**src/rtl/dispatcher_cpu_scheduler_pkg.sv**
```systemverilog
// Shared types and constants for the dispatcher CPU-thread scheduler.
package dispatcher_sched_pkg;

  localparam int unsigned NUM_THREADS = 32;
  localparam int unsigned ID_W        = 5;
  localparam int unsigned MAX_CREDIT  = 8;
  localparam int unsigned CREDIT_W    = 4;

  typedef enum logic [1:0] {IDLE, PICK, RESP} sched_state_e;

  localparam logic RR   = 1'b0;
  localparam logic BIND = 1'b1;

endpackage

```
**src/rtl/dispatcher_cpu_scheduler_if.sv**
```systemverilog
// Request/response, configuration and credit-return bundle for the scheduler.
interface dispatcher_cpu_scheduler_if;
  import dispatcher_sched_pkg::*;

  logic                   in_fpgaac_cpuid_cs;
  logic [5:0]             in_fpgaac_channel_num;
  logic [NUM_THREADS-1:0] cpuid_valid;
  logic                   in_input_ctl;
  logic [ID_W-1:0]        in_input_key;
  logic                   in_credit_ret_wr;
  logic [ID_W-1:0]        in_credit_ret_id;
  logic [ID_W-1:0]        out_input_cpuid;
  logic                   out_input_ack;
  logic                   out_input_valid;
  logic [NUM_THREADS-1:0] out_credit_empty;

  modport master (
    output in_fpgaac_cpuid_cs, in_fpgaac_channel_num, cpuid_valid, in_input_ctl, in_input_key,
    output in_credit_ret_wr, in_credit_ret_id,
    input  out_input_cpuid, out_input_ack, out_input_valid, out_credit_empty
  );

  modport slave (
    input  in_fpgaac_cpuid_cs, in_fpgaac_channel_num, cpuid_valid, in_input_ctl, in_input_key,
    input  in_credit_ret_wr, in_credit_ret_id,
    output out_input_cpuid, out_input_ack, out_input_valid, out_credit_empty
  );

endinterface

```
**src/rtl/dispatcher_rr_pick.sv**
```systemverilog
// Combinational rotating-priority first-one finder: lowest set bit at or above i_start, wrapping.
module dispatcher_rr_pick
  import dispatcher_sched_pkg::*;
(
  input  logic [NUM_THREADS-1:0] i_mask,
  input  logic [ID_W-1:0]        i_start,
  output logic [ID_W-1:0]        o_id,
  output logic                   o_found
);

  logic [2*NUM_THREADS-1:0] w_dbl;
  logic [NUM_THREADS-1:0]   w_rot;
  logic [ID_W-1:0]          w_off;

  // Rotate so bit 0 of w_rot corresponds to thread i_start.
  assign w_dbl = {i_mask, i_mask} >> i_start;
  assign w_rot = w_dbl[NUM_THREADS-1:0];

  always_comb begin
    w_off   = '0;
    o_found = 1'b0;
    for (int i = NUM_THREADS - 1; i >= 0; i--) begin
      if (w_rot[i]) begin
        w_off   = ID_W'(i);
        o_found = 1'b1;
      end
    end
  end

  assign o_id = i_start + w_off;

endmodule

```
**src/rtl/dispatcher_cpu_scheduler.sv**
```systemverilog
// Credit-aware CPU-thread scheduler (round-robin or port-bind).
// Credit tracking is enabled by defining DISPATHER_SCHED_CREDIT_EN.
module dispatcher_cpu_scheduler #(
  parameter int unsigned NUM_THREADS = dispatcher_sched_pkg::NUM_THREADS,
  parameter int unsigned MAX_CREDIT  = dispatcher_sched_pkg::MAX_CREDIT,
  parameter int unsigned CREDIT_W    = dispatcher_sched_pkg::CREDIT_W
) (
  input  logic                       clk,
  input  logic                       reset,
  dispatcher_cpu_scheduler_if.slave  bus
);
  import dispatcher_sched_pkg::*;

  sched_state_e           r_state;
  logic                   r_mode;
  logic [ID_W-1:0]        r_key;
  logic [ID_W-1:0]        r_last;
  logic [ID_W-1:0]        r_cpuid;
  logic                   r_ack;
  logic                   r_valid;

  logic [5:0]             w_chan;
  logic [NUM_THREADS-1:0] w_avail;
  logic [NUM_THREADS-1:0] w_elig;
  logic [ID_W-1:0]        w_start;
  logic [ID_W-1:0]        w_rr_id;
  logic                   w_rr_found;

  assign w_chan = (bus.in_fpgaac_channel_num > 6'(NUM_THREADS)) ? 6'(NUM_THREADS)
                                                                  : bus.in_fpgaac_channel_num;

  always_comb begin
    w_elig = '0;
    for (int i = 0; i < NUM_THREADS; i++) begin
      w_elig[i] = bus.cpuid_valid[i] & (6'(i) < w_chan) & w_avail[i];
    end
  end

  assign w_start = r_last + ID_W'(1);

  dispatcher_rr_pick u_rr_pick (
    .i_mask  (w_elig),
    .i_start (w_start),
    .o_id    (w_rr_id),
    .o_found (w_rr_found)
  );

  always_ff @(posedge clk) begin
    if (reset) begin
      r_state <= IDLE;
      r_mode  <= RR;
      r_key   <= '0;
      r_last  <= ID_W'(NUM_THREADS - 1);
      r_cpuid <= '0;
      r_ack   <= 1'b0;
      r_valid <= 1'b0;
    end else begin
      unique case (r_state)
        IDLE: begin
          if (bus.in_input_ctl) begin
            r_key   <= bus.in_input_key;
            r_mode  <= bus.in_fpgaac_cpuid_cs;
            r_state <= PICK;
          end
        end
        PICK: begin
          r_ack   <= 1'b1;
          r_state <= RESP;
          if (r_mode == BIND) begin
            r_cpuid <= r_key;
            r_valid <= w_elig[r_key];
          end else begin
            r_cpuid <= w_rr_id;
            r_valid <= w_rr_found;
            if (w_rr_found) r_last <= w_rr_id;
          end
        end
        RESP: begin
          r_ack   <= 1'b0;
          r_state <= IDLE;
        end
        default: r_state <= IDLE;
      endcase
    end
  end

  assign bus.out_input_ack   = r_ack;
  assign bus.out_input_valid = r_valid;
  assign bus.out_input_cpuid = r_cpuid;

`ifdef DISPATHER_SCHED_CREDIT_EN
  logic [CREDIT_W-1:0]    r_credit [NUM_THREADS];
  logic                   w_grant;
  logic [NUM_THREADS-1:0] w_dec;
  logic [NUM_THREADS-1:0] w_inc;

  // r_valid/r_cpuid are fresh during RESP, so the grant is charged then.
  assign w_grant = (r_state == RESP) & r_valid;

  always_comb begin
    w_dec   = '0;
    w_inc   = '0;
    w_avail = '0;
    for (int i = 0; i < NUM_THREADS; i++) begin
      w_dec[i]   = w_grant && (r_cpuid == ID_W'(i));
      w_inc[i]   = bus.in_credit_ret_wr && (bus.in_credit_ret_id == ID_W'(i));
      w_avail[i] = (r_credit[i] != '0);
    end
  end

  always_ff @(posedge clk) begin
    if (reset) begin
      for (int i = 0; i < NUM_THREADS; i++) r_credit[i] <= CREDIT_W'(MAX_CREDIT);
    end else begin
      for (int i = 0; i < NUM_THREADS; i++) begin
        if (w_dec[i] && !w_inc[i]) begin
          r_credit[i] <= r_credit[i] - CREDIT_W'(1);
        end else if (w_inc[i] && !w_dec[i] && (r_credit[i] != CREDIT_W'(MAX_CREDIT))) begin
          r_credit[i] <= r_credit[i] + CREDIT_W'(1);
        end
      end
    end
  end

  assign bus.out_credit_empty = ~w_avail;
`else
  logic                w_unused_ret;
  logic [CREDIT_W-1:0] w_unused_credit;

  assign w_unused_ret     = ^{bus.in_credit_ret_wr, bus.in_credit_ret_id};
  assign w_unused_credit  = CREDIT_W'(MAX_CREDIT);
  assign w_avail          = '1;
  assign bus.out_credit_empty = '0;
`endif

endmodule

```
**src/flat_wrapper.sv**
```systemverilog
// flat-port wrapper written by rule: the top's interface ports become plain ports
module dispatcher_cpu_scheduler_flat import dispatcher_sched_pkg::*;
#(
  parameter int unsigned NUM_THREADS = dispatcher_sched_pkg::NUM_THREADS,
  parameter int unsigned MAX_CREDIT  = dispatcher_sched_pkg::MAX_CREDIT,
  parameter int unsigned CREDIT_W    = dispatcher_sched_pkg::CREDIT_W
)
  (clk, reset, bus_in_fpgaac_cpuid_cs, bus_in_fpgaac_channel_num, bus_cpuid_valid, bus_in_input_ctl, bus_in_input_key, bus_in_credit_ret_wr, bus_in_credit_ret_id, bus_out_input_cpuid, bus_out_input_ack, bus_out_input_valid, bus_out_credit_empty);
  dispatcher_cpu_scheduler_if bus_i ();
  input  logic clk;
  input  logic reset;
  input wire logic [$bits(bus_i.in_fpgaac_cpuid_cs)-1:0] bus_in_fpgaac_cpuid_cs;
  input wire logic [$bits(bus_i.in_fpgaac_channel_num)-1:0] bus_in_fpgaac_channel_num;
  input wire logic [$bits(bus_i.cpuid_valid)-1:0] bus_cpuid_valid;
  input wire logic [$bits(bus_i.in_input_ctl)-1:0] bus_in_input_ctl;
  input wire logic [$bits(bus_i.in_input_key)-1:0] bus_in_input_key;
  input wire logic [$bits(bus_i.in_credit_ret_wr)-1:0] bus_in_credit_ret_wr;
  input wire logic [$bits(bus_i.in_credit_ret_id)-1:0] bus_in_credit_ret_id;
  output wire logic [$bits(bus_i.out_input_cpuid)-1:0] bus_out_input_cpuid;
  output wire logic [$bits(bus_i.out_input_ack)-1:0] bus_out_input_ack;
  output wire logic [$bits(bus_i.out_input_valid)-1:0] bus_out_input_valid;
  output wire logic [$bits(bus_i.out_credit_empty)-1:0] bus_out_credit_empty;
  assign bus_i.in_fpgaac_cpuid_cs = bus_in_fpgaac_cpuid_cs;
  assign bus_i.in_fpgaac_channel_num = bus_in_fpgaac_channel_num;
  assign bus_i.cpuid_valid = bus_cpuid_valid;
  assign bus_i.in_input_ctl = bus_in_input_ctl;
  assign bus_i.in_input_key = bus_in_input_key;
  assign bus_i.in_credit_ret_wr = bus_in_credit_ret_wr;
  assign bus_i.in_credit_ret_id = bus_in_credit_ret_id;
  assign bus_out_input_cpuid = bus_i.out_input_cpuid;
  assign bus_out_input_ack = bus_i.out_input_ack;
  assign bus_out_input_valid = bus_i.out_input_valid;
  assign bus_out_credit_empty = bus_i.out_credit_empty;
  dispatcher_cpu_scheduler #(.NUM_THREADS(NUM_THREADS), .MAX_CREDIT(MAX_CREDIT), .CREDIT_W(CREDIT_W)) u_core (.clk(clk), .reset(reset), .bus(bus_i));
endmodule
```
**config.mk**
```make
export PLATFORM = sky130hd
export DESIGN_NAME = dispatcher_cpu_scheduler_flat
export DESIGN_NICKNAME = d
export VERILOG_FILES = /design/src/rtl/dispatcher_cpu_scheduler_pkg.sv /design/src/rtl/dispatcher_cpu_scheduler_if.sv /design/src/rtl/dispatcher_rr_pick.sv /design/src/rtl/dispatcher_cpu_scheduler.sv /design/src/flat_wrapper.sv
export SDC_FILE = /design/constraint.sdc
export NUM_CORES = 1
export LEC_CHECK = 0
export ABC_CLOCK_PERIOD_IN_PS = 8800
export CORE_ASPECT_RATIO = 1.5
export CORE_MARGIN = 2
export CORE_UTILIZATION = 50
export CTS_BUF_LIST = sky130_fd_sc_hd__clkbuf_2
export CTS_CLUSTER_DIAMETER = 30
export DETAILED_ROUTE_END_ITERATION = 8
export GPL_TIMING_DRIVEN = 0
export PLACE_DENSITY = 0.83
export SYNTH_ARGS = -nofsm -noshare
export SYNTH_HDL_FRONTEND = slang
export SYNTH_SLANG_ARGS = --single-unit
```
**constraint.sdc**
```tcl
create_clock -name clk -period 8.8 [get_ports clk]
set_clock_uncertainty 0.15 [all_clocks]
set_input_delay 2.64 -clock clk [delete_from_list [all_inputs] [get_ports clk]]
set_output_delay 2.64 -clock clk [all_outputs]
set_load 0.01 [all_outputs]
```
Word level (Yosys, flattened, before mapping)
Cells that the tools add are included.
Widths: inputs -> output; s select.
{ "classes": {"n_reduce_logical": 4, "mul": 0, "n_mux": 72, "eq_ne": 3, "n_div": 0, "bitwise": 33, "magnitude_cmp": 34, "add_sub_neg": 2, "shifts": 1} }
{ "op_table": {"columns": ["operator", "n"], "rows": [
  ["$mux 5", 33],
  ["$lt 5x6->1 const A", 16],
  ["$shr 64x5->32", 1],
  ["$lt 4x6->1 const A", 8],
  ["$mux 1", 34],
  ["$and 1x1->1", 32],
  ["$lt 3x6->1 const A", 4],
  ["$lt 1x6->1 const A", 2],
  ["$lt 2x6->1 const A", 2],
  ["$gt 6x6->1 const B", 1],
  ["$lt 5x6->1 const B", 1],
  ["$mux 6", 1],
  ["$add 5x1->5 const B", 1],
  ["$add 5x5->5", 1],
  ["$bmux 1 s5", 1],
  ["$pmux 2 s2", 1],
  ["$reduce_and 3->1", 1],
  ["$eq 2x1->1 const B", 1],
  ["$eq 2x2->1 const B", 1],
  ["$logic_not 2->1", 1],
  ["$mux 2", 1],
  ["$ne 2x2->1 const B", 1],
  ["$pmux 1 s2", 1],
  ["$reduce_and 2->1", 1],
  ["2 further kinds", 2]
]} }
{ "totals": {"wordCells": 156, "memories": 0, "latch_bits": 0, "output_inout_bits": 39, "mem_bits_ro": 0, "inputBits": 53, "mem_bits_rw": 0, "ff_bits": 20} }

Logic depth before layout (Yosys ltp)
{ "logic_depth": {"depth_word": 39, "ltp_mapped": 23, "depth_no_buf": 20} }

Cells and area by module
Synthesis repeated with hierarchy kept, for this count alone.
{ "hier_totals": {"cells_unflattened": 663, "area_unflattened_um2": 5993.2} }
{ "by_module_without_submodules": {"columns": ["module", "area_each_um2", "seq_area_each_um2", "cells_per_inst", "n_inst"], "rows": [
  ["dispatcher_rr_pick", 4016.4, 0.0, 398, 1],
  ["dispatcher_cpu_scheduler", 1976.9, 400.4, 265, 1]
]} }

Worst setup path after synthesis
OpenSTA, ideal clock, no wires.
{ "synth_path": {"path_kind": "input -> register", "start": "in bus_in_fpgaac_channel_num[2]", "end": "reg u_core.r_cpuid[4], in the netlist u_core.bus.out_input_cpuid[4]", "t_arrival_ns": 6.601, "setup_ns": 0.096, "path_slack_ns": 1.953, "required_time_ns": 8.554, "stages": 20, "n_path_buf": 3, "cell_sequence": "buf_4 buf_2 buf_2 nand3_1 o32ai_1 o22ai_1 a221oi_1 nand2_1 a221oi_1 nand2b_1 a21oi_1 o41ai_1 nand3_1 ha_1 fa_1 a21o_1 a21oi_1 xnor2_1 xnor2_1 o41ai_2"} }
{ "synth_via": {"elab_chain_cells": 39, "word_cells_on_any_way": 101, "classes_between": "add/sub: 1; order compare: 33; shift: 1; mux: 34; bitwise: 32"} }
{ "synth_rtl": {"columns": ["item", "line", "text"], "rows": [
  ["start: declaration", "flat_wrapper.sv:13", "input wire logic [$bits(bus_i.in_fpgaac_channel_num)-1:0] bus_in_fpgaac_channel_num;"],
  ["$gt 6x6->1", "dispatcher_cpu_scheduler.sv:29", "assign w_chan = (bus.in_fpgaac_channel_num > 6'(NUM_THREADS)) ? 6'(NUM_THREADS)"],
  ["$mux 6 *", "dispatcher_cpu_scheduler.sv:29", null],
  ["$lt 1x6->1 (tied with other cells)", "dispatcher_cpu_scheduler.sv:35", "w_elig[i] = bus.cpuid_valid[i] & (6'(i) < w_chan) & w_avail[i];"],
  ["$and 1x1->1", "dispatcher_cpu_scheduler.sv:35", null],
  ["$shr 64x5->32 *", "dispatcher_rr_pick.sv:16", "assign w_dbl = {i_mask, i_mask} >> i_start;"],
  ["$mux 5 (31 in a row)", "dispatcher_rr_pick.sv:23", "if (w_rot[i]) begin"],
  ["$mux 5 *", "dispatcher_rr_pick.sv:23", null],
  ["$add 5x5->5 *", "dispatcher_rr_pick.sv:30", "assign o_id = i_start + w_off;"],
  ["$mux 5 *", "dispatcher_cpu_scheduler.sv:69", "if (r_mode == BIND) begin"],
  ["end signal: assignment", "dispatcher_cpu_scheduler.sv:70", "r_cpuid <= r_key;"],
  ["end signal: assignment", "dispatcher_cpu_scheduler.sv:73", "r_cpuid <= w_rr_id;"],
  ["end: declaration", "dispatcher_cpu_scheduler.sv:18", "logic [ID_W-1:0] r_cpuid;"]
]} }
Every way passes the cells marked *; elsewhere a longest branch is shown, timed or not.
A chain may end at the register's enable or synchronous reset.

Final worst setup path
{ "layout_path": {"start": "in bus_in_fpgaac_channel_num[4]", "end": "reg u_core.r_last[4]"} }
{ "layout_via": {"elab_chain_cells": 38, "word_cells_on_any_way": 133, "classes_between": "add/sub: 1; order compare: 33; shift: 1; mux: 65; bitwise: 32; reduce/logical: 1"} }
{ "layout_rtl": {"columns": ["item", "line", "text"], "rows": [
  ["$gt 6x6->1", "dispatcher_cpu_scheduler.sv:29", null],
  ["$mux 6 *", "dispatcher_cpu_scheduler.sv:29", null],
  ["$lt 1x6->1 (tied with other cells)", "dispatcher_cpu_scheduler.sv:35", null],
  ["$and 1x1->1", "dispatcher_cpu_scheduler.sv:35", null],
  ["$shr 64x5->32 *", "dispatcher_rr_pick.sv:16", null],
  ["$mux 5 or $mux 1 (tied branches) (32 in a row)", "dispatcher_rr_pick.sv:23", null],
  ["$add 5x5->5 or $reduce_and 3->1 (tied branches)", null, null],
  ["end signal: assignment", "dispatcher_cpu_scheduler.sv:53", "r_last <= ID_W'(NUM_THREADS - 1);"],
  ["end signal: assignment", "dispatcher_cpu_scheduler.sv:75", "if (w_rr_found) r_last <= w_rr_id;"],
  ["end: declaration", "dispatcher_cpu_scheduler.sv:17", "logic [ID_W-1:0] r_last;"]
]} }
Marked as above.

==> impl_results.md <==
- Crit-path most repeated cell: nor2_1
- Worst Path Arrival: 8.57 ns
- Synthesis-stage register bit count: 20
- # setup viols final: 0
- Max cap viols: 0
- DR vias: 7,495
- Layout overhead on the synthesized area: 14.56%
- GRT overflow: 0
- DIE HEIGHT: 134.2 µm
- Worst path cell trace: clkdlybuf4s50_1 > buf_4 > buf_2 > nor2_1 > a221oi_1 > a21oi_2 > a222oi_1 > o22ai_1 > nor2_1 > nor2_1 > o31ai_1 > nor2_1 > o31ai_1 > nand3_1 > ha_1 > fa_1 > a21o_1 > a21oi_1 > xnor2_1 > xnor2_1 > o21ai_1
- End-of-flow core utilization: 58.58%
- Footprint of the multi-input gates: 4721 µm²
- Root buf cell: clkbuf_2
- Post-synth EDFFs: 0
- Final GP Congestion: 1.045
- RSZ-0062 raised after global routing: false
- Clk pin slew, worst setup/hold paths: 0.17 ns
- Status: finished clean
- Initial DRC Count: 1,010
- CTS tree: yes
- CTS buffer count: 3
- # DRC: 0
- Register area: 400.4 µm²
- Share of layout cells above drive strength 1: 13.54%
- Synth Instances: 816
- Routed Antenna Nets: 0
- Crit share post-route: 96.58%
- Crit end category: flop
- Largest net degree at the start of global routing: 12
- Vias per inst: 7.145
- Site Rows: 47
- Vias in the first global route: 7,066
- Full die area: 12,190 µm²
- CP max-delay cell: a221oi_1
- Clk sinks: 20
- Post-layout nets: 965
- Antenna violations before repair: 1
- Required time worst endpoint: 8.87 ns
- First-pass GRT wire length: 41.99 mm
- Worst Max-Slew Pin Slew: 1.132 ns
- Later-pin clock latency in the skew report: 0.32 ns
- Area fraction of the dominant cell type after synthesis: 7.791%
- Mean Syn Cell Area: 6.928 µm²
- Fillers: 1,152
- Post-synth top cells: 92 x nand2_1, 61 x nor2_1, 44 x mux2i_1
- YS warnings: 0
- Setup TNS: 0 ns
- Fin. Hold Viols: 0
- Hold Buf Count CTS: 0
- CP Launch Type: input port
- Top post-synthesis cells by area: mux2i_1 7.8%, dfxtp_1 7.1%, nand2_1 6.1%
- Synth Flop Type: dfxtp_1
- H-tree depth: 1
- WHS: 0.3442 ns
- F_max: 0.1177 GHz
- Crit path largest cell delay: 0.74 ns
- Final Slew Violations: 0
- WL/cell: 26.58 µm
- IO Pins: 92
- Maximum root-to-sink buffer count: 2
- Synth cell types: 94
- Maximum VDD drop: 0.1342 mV
- Effective utilization at floorplan: 51.13%
- Kind of critical path: in -> reg
- Min-Delay Path Class: reg -> reg
- HPWL Detailed: 22.04 mm
- Min Tclk post-route: 8.499 ns
- Crit path max fanout: 10
- Slew HR: 24.08%
- Pwr Density: 414.8 nW/µm²
- Pleak: 2.479 nW
- Core Area: 11,060 µm²
- Sequential share of the synthesized area: 7.083%
- Cell Area, Synth: 5653 µm²
- Drt total wl: 27.88 mm
- Fraction of registers with async set/reset: 0%
- Die Wd: 90.82 µm
- GRT Overall Usage: 44.40%
- DR pass1 iterations: 6
- Port Buffers: 48
- Top-count cell post-synth: nand2_1
- Area leader, netlist: mux2i_1
==> layout by cell type (no fill, tap or decap), types with 10 or more instances in the layout <==
cell type and instances:
nand2_1 92, nor2_1 61, clkdlybuf4s50_1 48, mux2i_1 44, o21ai_0 41, a21oi_1 39, buf_4 37, nor3_1 32
conb_1 32, buf_2 31, clkbuf_1 28, nand3_1 27, o211ai_1 23, dfxtp_1 20, a211oi_1 19, o22ai_1 18
nand2b_1 17, inv_1 16, a31oi_1 15, nor4_1 11, o221ai_1 11, nand4_1 10, o32ai_1 10, o31ai_1 10
==> power by group <==
part	internal, W	switching, W	leakage (nW)
sequential	0.000111	0.0000166	0.165
clock	0.00000988	0.0000282	0.0140
combinational	0.000850	0.00167	2.30
total	0.000971	0.00172	2.48
==> kinds of logic after synthesis <==
group                      Yosys count  share of synthesized area [%]
muxes                               54                          10.82
other                                1                        0.06634
buffers and inverters              123                          11.58
xor gates and xnor gates             9                          1.527
AOI/OAI and AO/OA                  302                          40.22
and+or+nand+nor                    297                          26.36
adders and majority gates           10                          2.346
DFF                                 20                          7.083
==> through the flow <==
step	cell area, µm²	total power [W]	std cells	setup WS [ns]
CTS	6452	0.002537	1046	0.3600
global route	6476	0.002824	1049	0.06615
detailed placement	6434	0.002487	1042	0.004306
global placement	6434	0.002491	1042	0.002117
finish	6476	0.002686	1049	0.3013
floorplan	5769	0.001762	847	1.953
==> worst paths after layout <==
kind	from	endpoint	slack [ns]	depth (start not counted)
setup / recovery	bus_in_fpgaac_channel_num[4]	u_core.r_last[4]	0.30	21
hold / removal	u_core.bus.out_input_valid	u_core.bus.out_input_valid	0.34	2
setup reg to reg	u_core.r_last[1]	u_core.r_last[4]	1.82	21
hold reg to reg	u_core.bus.out_input_valid	u_core.bus.out_input_valid	0.34	2
==> cell type report <==
type                       instances  area share [%]
buffer                           103           8.945
tap                              147           2.840
multi-input combinational        704           72.89
clock buffer                       3          0.2318
sequential                        20           6.182
antenna                            1         0.03864
inverter                          20           1.159
timing repair buffer              50           7.651
clock inverter                     1         0.05796
==> flip-flops by register name (all words and copies together), names as in the netlist <==
| signal | flops |
|---|---|
| u_core.bus.out_input_cpuid | 5 |
| u_core.bus.out_input_ack | 1 |
| u_core.r_key | 5 |
| u_core.r_mode | 1 |
| u_core.r_state | 2 |
| u_core.bus.out_input_valid | 1 |
| u_core.r_last | 5 |
==> layer usage <==
layer | up-vias | GRT usage [%] | share of wire [%]
met2 | 616 | 73.76 | 46
li1 | 3288 | - | -
met5 | - | 0 | 0
met3 | 186 | 10.90 | 10
met4 | 0 | 35.10 | 10
met1 | 3405 | 48.02 | 33
==> what timing repair did <==
| action | 4_1_cts | 5_1_grt |
|---|---|---|
| endpoints found under the hold margin | 0 | 0 |
| setup endpoints to repair | 0 | 2 |
| resized for setup | 0 | 1 |
| buffers inserted | 0 | 2 |
==> worst max-delay path: cells and delay by family <==
| kind | cells | cell delay (ns) |
|---|---|---|
| buf+inv | 3 | 1.12 |
| compound gates | 9 | 2.82 |
| xor+xnor | 2 | 0.42 |
| fa+ha+maj | 2 | 0.68 |
| simple gates | 5 | 0.87 |
(Power assumes the default switching activity.)
==> RTL change (same flow settings) <==
Build with the macro `DISPATHER_SCHED_CREDIT_EN` defined.
--- a/src/rtl/dispatcher_cpu_scheduler.sv
+++ b/src/rtl/dispatcher_cpu_scheduler.sv
@@ -1,4 +1,6 @@
 // Credit-aware CPU-thread scheduler (round-robin or port-bind).
 // Credit tracking is enabled by defining DISPATHER_SCHED_CREDIT_EN.
+`define DISPATHER_SCHED_CREDIT_EN
+
 module dispatcher_cpu_scheduler #(
   parameter int unsigned NUM_THREADS = dispatcher_sched_pkg::NUM_THREADS,
Check against the original RTL: no difference found for any inputs over 4 cycles, from zero or initial values and one cycle with reset high; that may be too few to reach the edited logic, so the function may still have changed.
==> RTL change against the original RTL <==
Hold slack better by 0.044 ns; maximum frequency up 1.7%; core utilization down 1.9 points; final area up 140%; routed wire length up 98%; critical path depth down 1; worst setup slack better by 0.15 ns; non-clock buffer count up 18; sequential cell count up 128; power up 64%; clock power rose to 14 times the old value; combinational power up 17%; synthesized area rose to 2.5 times the old value; critical path type unchanged; largest power group unchanged; highest routed layer is now met5.
==> RTL change: results <==
[hold_path]
hp-class = "register to register"

[drt]
drtIter0Drc = 1500
drt_wl_total_mm = 55.2
met2WireLength_mm = 26.0
dr.pass1.iters = 9
routed.top_layer = "met5"
wl_per_cell_um = 27.0
wl_met1_mm = 18.5
wl_met3_mm = 5.48

[synthesis]
synth_area_leaders = "edfxtp_1 (27%), ha_1 (6.4%), xnor2_1 (4.9%), nor2_1 (4.8%), fa_1 (4.5%)"
syn_avg_cell_area_um2 = 8.99
synth_edf_count = 128
synthTopCellsByCount = "nor2_1 (182), edfxtp_1 (128), nand2_1 (122)"
yosysSeqAreaShare = 0.299
ys.flop_type = "edfxtp_1"
syn-num-nets = 1736

[global_routing]
grt_max_degree = 17
grt_pass1_wl_mm = 83.4
track_usage = 0.375
grt_pass1_vias = 14100
antenna_found_initial = 3

[placed_design]
place_ws_ns = -0.00423
gp_congestion = 1.13
hpwl_mm = 41.9
placed_area_mm2 = 0.0155

[power_and_ir_drop]
peakVddDrop_mv = 0.165
p_leak_uw = 0.00547

[sta]
relSlewSlack = 0.0928

[worst_setup_path]
critPathSlowestCell = "a211oi_1"
arrival_ns = 8.97
cpPeakStageDelay_ns = 0.68

[die]
initial_core_util = 0.507

[clock_network]
h-tree-depth = 4
clkSlewWorstSetupHoldPaths_ns = 0.25
cts_buffers = 17
worstSkewPairLatency_ns = 0.83

[final_layout]
layout.nets = 1843
drive_gt1_frac = 0.0713
largest_reg_flops = 128

[run_status]
status = "completed"
==> RTL change: cell types whose count changed after synthesis, sizes merged, moves of 30 or more <==
cell    change
edfxtp    +128
nor2      +122
xnor2      +73
ha         +64
buf        -45
nand3      +43
a21oi      +42
a211oi     +38
a21o       +37
nor3       +35
nor2b      +33
fa         +31
nand2      +30
==> RTL change: where the power goes <==
group	internal [µW]	total (µW)	switching, µW
clock network	250	530	281
logic	945	2960	2010
registers	823	908	85.1
==> RTL change: area by class of cell <==
| class | count | share of cell area |
|---|---|---|
| Multi-Input combinational cell | 1306 | 0.596 |
| Sequential cell | 148 | 0.268 |
| Timing Repair Buffer | 88 | 0.0555 |
| Tap cell | 346 | 0.0273 |
| Buffer | 83 | 0.0220 |
| Clock inverter | 14 | 0.0157 |
| Inverter | 41 | 0.00970 |
| Clock buffer | 18 | 0.00568 |
| Antenna cell | 2 | 0.000316 |
==> RTL change: worst paths after layout <==
kind         slack, ns  cells after the start                                         end                                   from
min reg2reg       0.39                      2       u_core.bus.out_input_ack$_SDFFE_PP0P_  u_core.bus.out_input_ack$_SDFFE_PP0P_
max reg2reg       1.66                     21  u_core.bus.out_input_cpuid[4]$_SDFFE_PP0P_          u_core.r_last[1]$_SDFFE_PP1P_
min               0.39                      2       u_core.bus.out_input_ack$_SDFFE_PP0P_  u_core.bus.out_input_ack$_SDFFE_PP0P_
max               0.45                     20  u_core.bus.out_input_cpuid[4]$_SDFFE_PP0P_           bus_in_fpgaac_channel_num[1]
==> RTL change: logic make-up after synthesis <==
kind of cell / Yosys count / synth area share
AOI/OAI and AO/OA: 432 / 0.224
and+or+nand+nor: 620 / 0.215
buffers and inverters: 124 / 0.0355
xor gates and xnor gates: 83 / 0.0512
DFF: 148 / 0.299
adders and majority gates: 106 / 0.110
muxes: 65 / 0.0647
==> RTL change: metrics by stage <==
step	total power (µW)	util
final	4390	0.567
after global routing	4590	0.567
after CTS	4150	0.566
after detailed placement	3620	0.554
after global placement	3610	0.554
after floorplan	2740	-
==> RTL change: metal layers <==
metal | global-route usage | up-vias
met4 | 0.297 | 2
met2 | 0.611 | 963
met5 | 0 | -
li1 | - | 6329
met1 | 0.400 | 6944
met3 | 0.115 | 328
==> RTL change: critical path: cells and delay by family <==
family / cells / cell delay, ns
fa+ha+maj: 2 / 0.78
buf+inv: 2 / 1.06
simple gates: 2 / 0.69
xor+xnor: 2 / 0.29
compound gates: 12 / 3.48
